## config.mk

```make
export PLATFORM = sky130hd
export DESIGN_NAME = modport_source
export DESIGN_NICKNAME = d
export VERILOG_FILES = /design/src/rtl/modport_source.sv
export SDC_FILE = /design/constraint.sdc
export NUM_CORES = 1
export LEC_CHECK = 0
export ABC_AREA = 1
export BUFFER_PORTS_ARGS = -buffer_cell sky130_fd_sc_hd__buf_2
export CORE_MARGIN = 3
export CORE_UTILIZATION = 51
export CTS_BUF_LIST = sky130_fd_sc_hd__clkbuf_4
export DETAILED_ROUTE_END_ITERATION = 10
export GPL_TIMING_DRIVEN = 0
export PLACE_DENSITY = 0.91
export SYNTH_ARGS = -nofsm -noshare
export SYNTH_HDL_FRONTEND = slang
export SYNTH_SLANG_ARGS = --single-unit
```

## constraint.sdc

```tcl
create_clock -name clk -period 1.5 [get_ports clk]
set_input_delay 0.075 -clock clk [delete_from_list [all_inputs] [get_ports clk]]
set_output_delay 0.075 -clock clk [all_outputs]
set_load 0.05 [all_outputs]
```

## src/rtl/modport_source.sv

```systemverilog
// -----------------------------------------------------------------------------
// modport_source
//
// Source-side stream/address front end. A byte stream and its ready/valid
// handshake pass straight through; a registered copy of each byte is kept;
// accepted bytes are packed little-endian into ADDR_W-bit words. Each completed
// word is compared for equality against one of two addresses (the flattened
// `addr` fields of two interface instances seen through their source modport).
//
// Handshake: a byte is accepted on a rising edge where stream_in_valid and
// stream_in_ready are both high (and_output exposes that strobe). Ready is a
// pure combinational copy of the downstream ready; this block never stalls.
//
// Ports:
//   clk, rst                    rising-edge clock, synchronous active-high reset
//   stream_in_valid/ready/data  upstream byte handshake
//   stream_out_ready            downstream ready (drives stream_in_ready)
//   stream_out_data_comb        combinational copy of stream_in_data
//   stream_out_data_registered  stream_in_data delayed one cycle
//   and_output                  accept strobe (ready & valid)
//   src_addr_0, src_addr_1      candidate addresses
//   addr_sel                    0 -> src_addr_0, 1 -> src_addr_1
//   word_out                    last assembled word
//   word_valid                  one-cycle pulse when word_out updates
//   addr_hit                    word_out matched the selected address
//   beat_count                  bytes held in the partial word (debug view)
// -----------------------------------------------------------------------------
module modport_source #(
    parameter int ADDR_W = 32,
    parameter int BEATS  = 4
) (
    input  logic              clk,
    input  logic              rst,
    input  logic              stream_in_valid,
    output logic              stream_in_ready,
    input  logic [7:0]        stream_in_data,
    input  logic              stream_out_ready,
    output logic [7:0]        stream_out_data_comb,
    output logic [7:0]        stream_out_data_registered,
    output logic              and_output,
    input  logic [ADDR_W-1:0] src_addr_0,
    input  logic [ADDR_W-1:0] src_addr_1,
    input  logic              addr_sel,
    output logic [ADDR_W-1:0] word_out,
    output logic              word_valid,
    output logic              addr_hit,
    output logic [1:0]        beat_count
);

    logic [7:0]        buf_q [BEATS];
    logic              accept;
    logic              last_beat;
    logic [ADDR_W-1:0] assembled;
    logic [ADDR_W-1:0] sel_addr;

    // Passthrough paths: combinational and independent of reset.
    assign stream_in_ready      = stream_out_ready;
    assign stream_out_data_comb = stream_in_data;
    assign accept               = stream_out_ready & stream_in_valid;
    assign and_output           = accept;

    assign last_beat = (beat_count == 2'(BEATS - 1));
    assign sel_addr  = addr_sel ? src_addr_1 : src_addr_0;

    // Word formed on the completing beat: the buffered bytes fill the low
    // lanes (first byte in [7:0]) and the byte being accepted now fills the top.
    always_comb begin
        assembled = '0;
        for (int i = 0; i < BEATS - 1; i++) begin
            assembled[i*8 +: 8] = buf_q[i];
        end
        assembled[ADDR_W-1 -: 8] = stream_in_data;
    end

    always_ff @(posedge clk) begin
        if (rst) begin
            stream_out_data_registered <= 8'h00;
            word_out                   <= '0;
            word_valid                 <= 1'b0;
            addr_hit                   <= 1'b0;
            beat_count                 <= 2'd0;
            for (int i = 0; i < BEATS; i++) begin
                buf_q[i] <= 8'h00;
            end
        end else begin
            stream_out_data_registered <= stream_in_data;
            word_valid                 <= 1'b0;
            if (accept) begin
                buf_q[beat_count] <= stream_in_data;
                if (last_beat) begin
                    beat_count <= 2'd0;
                    word_out   <= assembled;
                    addr_hit   <= (assembled == sel_addr);
                    word_valid <= 1'b1;
                end else begin
                    beat_count <= beat_count + 2'd1;
                end
            end
        end
    end

endmodule

```

==> flow_metrics.tcl <==
set metrics [dict create \
    status "complete, no violations" \
    drt-total-wl_um 10900 \
    fin_cells 697 \
    syn_area_per_cell_um2 7.19 \
    worstPathCellList "nor3_1 > nand2_2 > nand2_4" \
    nets 693 \
    drtIter0Drc 232 \
    worst_pin_slew_ps 667 \
    wire_per_inst_um 15.6 \
    drive_gt1_share_pct 29.8 \
    fp.dieArea_um2 7660 \
    ant_nets 0 \
    worst-path-max-fanout 9 \
    vias 3695 \
    fin_util_pct 67.9 \
    final_cell_mix "148 x nand2_1, 129 x buf_2, 61 x nand3_1, 52 x inv_1, 50 x nor2_1" \
    yosysSeqAreaShare_pct 47.3 \
    p_leak_nw 2.36 \
    start_util_pct 53.1 \
    place_inst 677 \
    ys_ff_latch 68 \
    remaining_drc_errors 0 \
    routed_via_density 5.30 \
    wl_met3_um 950 \
    maxSlewViolCount 0 \
    hpwlAfterDp_um 8270 \
    route.met2.wl_um 5270 \
    yosys_warnings 0 \
    gp_congestion 0.928 \
    synth_top_flop_cell "dfxtp_1" \
    antennaDiodeCount 0 \
    max_slew_margin_pct 55.5 \
    fin_crit_sh_pct 99.0 \
    synth.distinct_cells 21 \
    synth_enable_flop_cells 24 \
    path_class "reg -> reg" \
    syn-num-nets 549 \
    maxCapViolations 0 \
    synthTopCellsByArea "dfxtp_1 26%, edfxtp_1 21%, nand2_1 17%" \
    clock_skew_ps 22.7 \
    powerDensity_nw_per_um2 852 \
    io_buffers 129 \
    io_pins 131 \
    track_usage_pct 28.5 \
    grt_start_max_net_pins 12 \
    overflow 0 \
    clockBufferDepth 2 \
    finalSetupViolCount 0 \
    cp_slowest_cell "dfxtp_4" \
    highest_layer "met4" \
    synthArstFlopShare_pct 0 \
    cp-start-kind "register" \
    area_delta_synth_final_pct 28.0 \
    crit_path_max_incr_delay_ps 380 \
    ir_drop_v 0.000672 \
    root_buffer "clkbuf_4" \
    clk_latency_ps 420 \
    htree_levels 3 \
    antenna_found_initial 0 \
    fp.dieW_um 87.5 \
    worstPathArrival_ps 1590 \
    grt_pass1_vias 3615 \
    yosys.area.top_type "dfxtp_1" \
    finalCriticalPeriod_ps 1480 \
    cts.clk_slew.worst_paths_ps 110 \
    firstDrtPassIters 5 \
    cts.sinks 68 \
    crit_path_end_kind "register" \
    rows 29 \
    fmax_mhz 674 \
    met1_length_um 4240 \
    synth_top_area_share_pct 26.0 \
    cts_tree "done" \
    syn-cell-area_um2 3390 \
    hold_viol 0 \
    coreArea_um2 6390 \
    syn_inst 471 \
    die_y_um 87.5 \
    cts_made_buffers 9 \
    grt_pass1_wl_um 16400 \
    hold_class "in -> reg" \
    layout_commonest_cell "nand2_1" \
    crit_required_ps 1610 \
]
[area by class of cell]
class,count,area [um^2]
tap,77,96.3
clock inverter,6,30.0
fill,543,2050
buffer,27,186
sequential,68,1610
inverter,54,205
clock buffer,10,75.1
timing repair buffer,133,681
multi-input combinational,322,1460
[cells in the mapped netlist (all sizes together) (2+ instances only)]
library cell / count
a21oi: 2
buf: 16
clkbuf: 11
dfxtp: 44
edfxtp: 24
inv: 54
nand2: 159
nand3: 62
nand4: 2
nor2: 51
nor3: 2
o21ai: 34
xor2: 5
[path summary, 6_finish.rpt]
kind / startpoint / end / slack, ps / cells after the start
setup / recovery: beat_count[0]$_SDFFE_PP0P_ / buf_q[2][6]$_SDFFCE_PN0P_ / 20 / 3
hold / removal: stream_out_ready / word_valid$_SDFF_PP0_ / 20 / 3
setup reg to reg: beat_count[0]$_SDFFE_PP0P_ / buf_q[2][6]$_SDFFCE_PN0P_ / 20 / 3
hold reg to reg: word_out[28]$_SDFFE_PP0P_ / word_out[28]$_SDFFE_PP0P_ / 490 / 2
[logic make-up after synthesis]
family,share of synthesized area [%]
XOR/XNOR,1.29
AO/OA/AOI/OAI,5.87
flip-flops,47.3
AND/OR/NAND/NOR,33.9
adder cells (fa/ha/maj),0.369
buffers and inverters,11.3
[stage by stage]
| stage | TNS [ps] | instance area, um^2 | setup WS [ps] | hold slack, ps | total power [W] |
|---|---|---|---|---|---|
| 6_report | 0 | 4340 | 15.7 | 17.5 | 0.00369 |
| 4_1_cts | -56.7 | 4310 | -13.8 | 12.4 | 0.00368 |
| 2_1_floorplan | 0 | 3400 | 12.1 | 170 | 0.00245 |
| 5_1_grt | -168 | 4340 | -30.0 | 4.44 | 0.00383 |
| 3_5_place_dp | -19160 | 4140 | -617 | 313 | 0.00270 |
| 3_3_place_gp | -15460 | 4140 | -552 | 314 | 0.00268 |
[per-layer routing]
metal	vias to the layer above	track usage, %
met5	-	0
met3	31	4.92
li1	1775	-
met1	1699	34.4
met4	0	15.3
met2	190	48.3
[critical path: cells and delay by family (launching register included)]
| family | cells | cell delay, ps |
|---|---|---|
| AND/OR/NAND/NOR | 3 | 810 |
| flip-flops | 1 | 380 |
[where the power goes]
group	total [W]	switching (W)	internal (W)
clock	0.00101	0.000664	0.000344
combinational	0.000705	0.000467	0.000238
sequential	0.00198	0.0000249	0.00196
[registers in the layout, summed over array words and instances (netlist names)]
| register | flops |
|---|---|
| buf_q | 24 |
| stream_out_data_registered | 8 |
| beat_count | 2 |
| word_out | 32 |
| addr_hit | 1 |
| word_valid | 1 |
[repair_timing]
item / in CTS / in global routing
pin swaps: 1 / 2
setup buffers: 1 / 1
gates resized for setup: 12 / 17
endpoints found under the hold margin: 1 / 0
hold buffers: 2 / 0
endpoints found under the setup margin: 57 / 47
No activity file was read; power rests on OpenSTA's default activity.
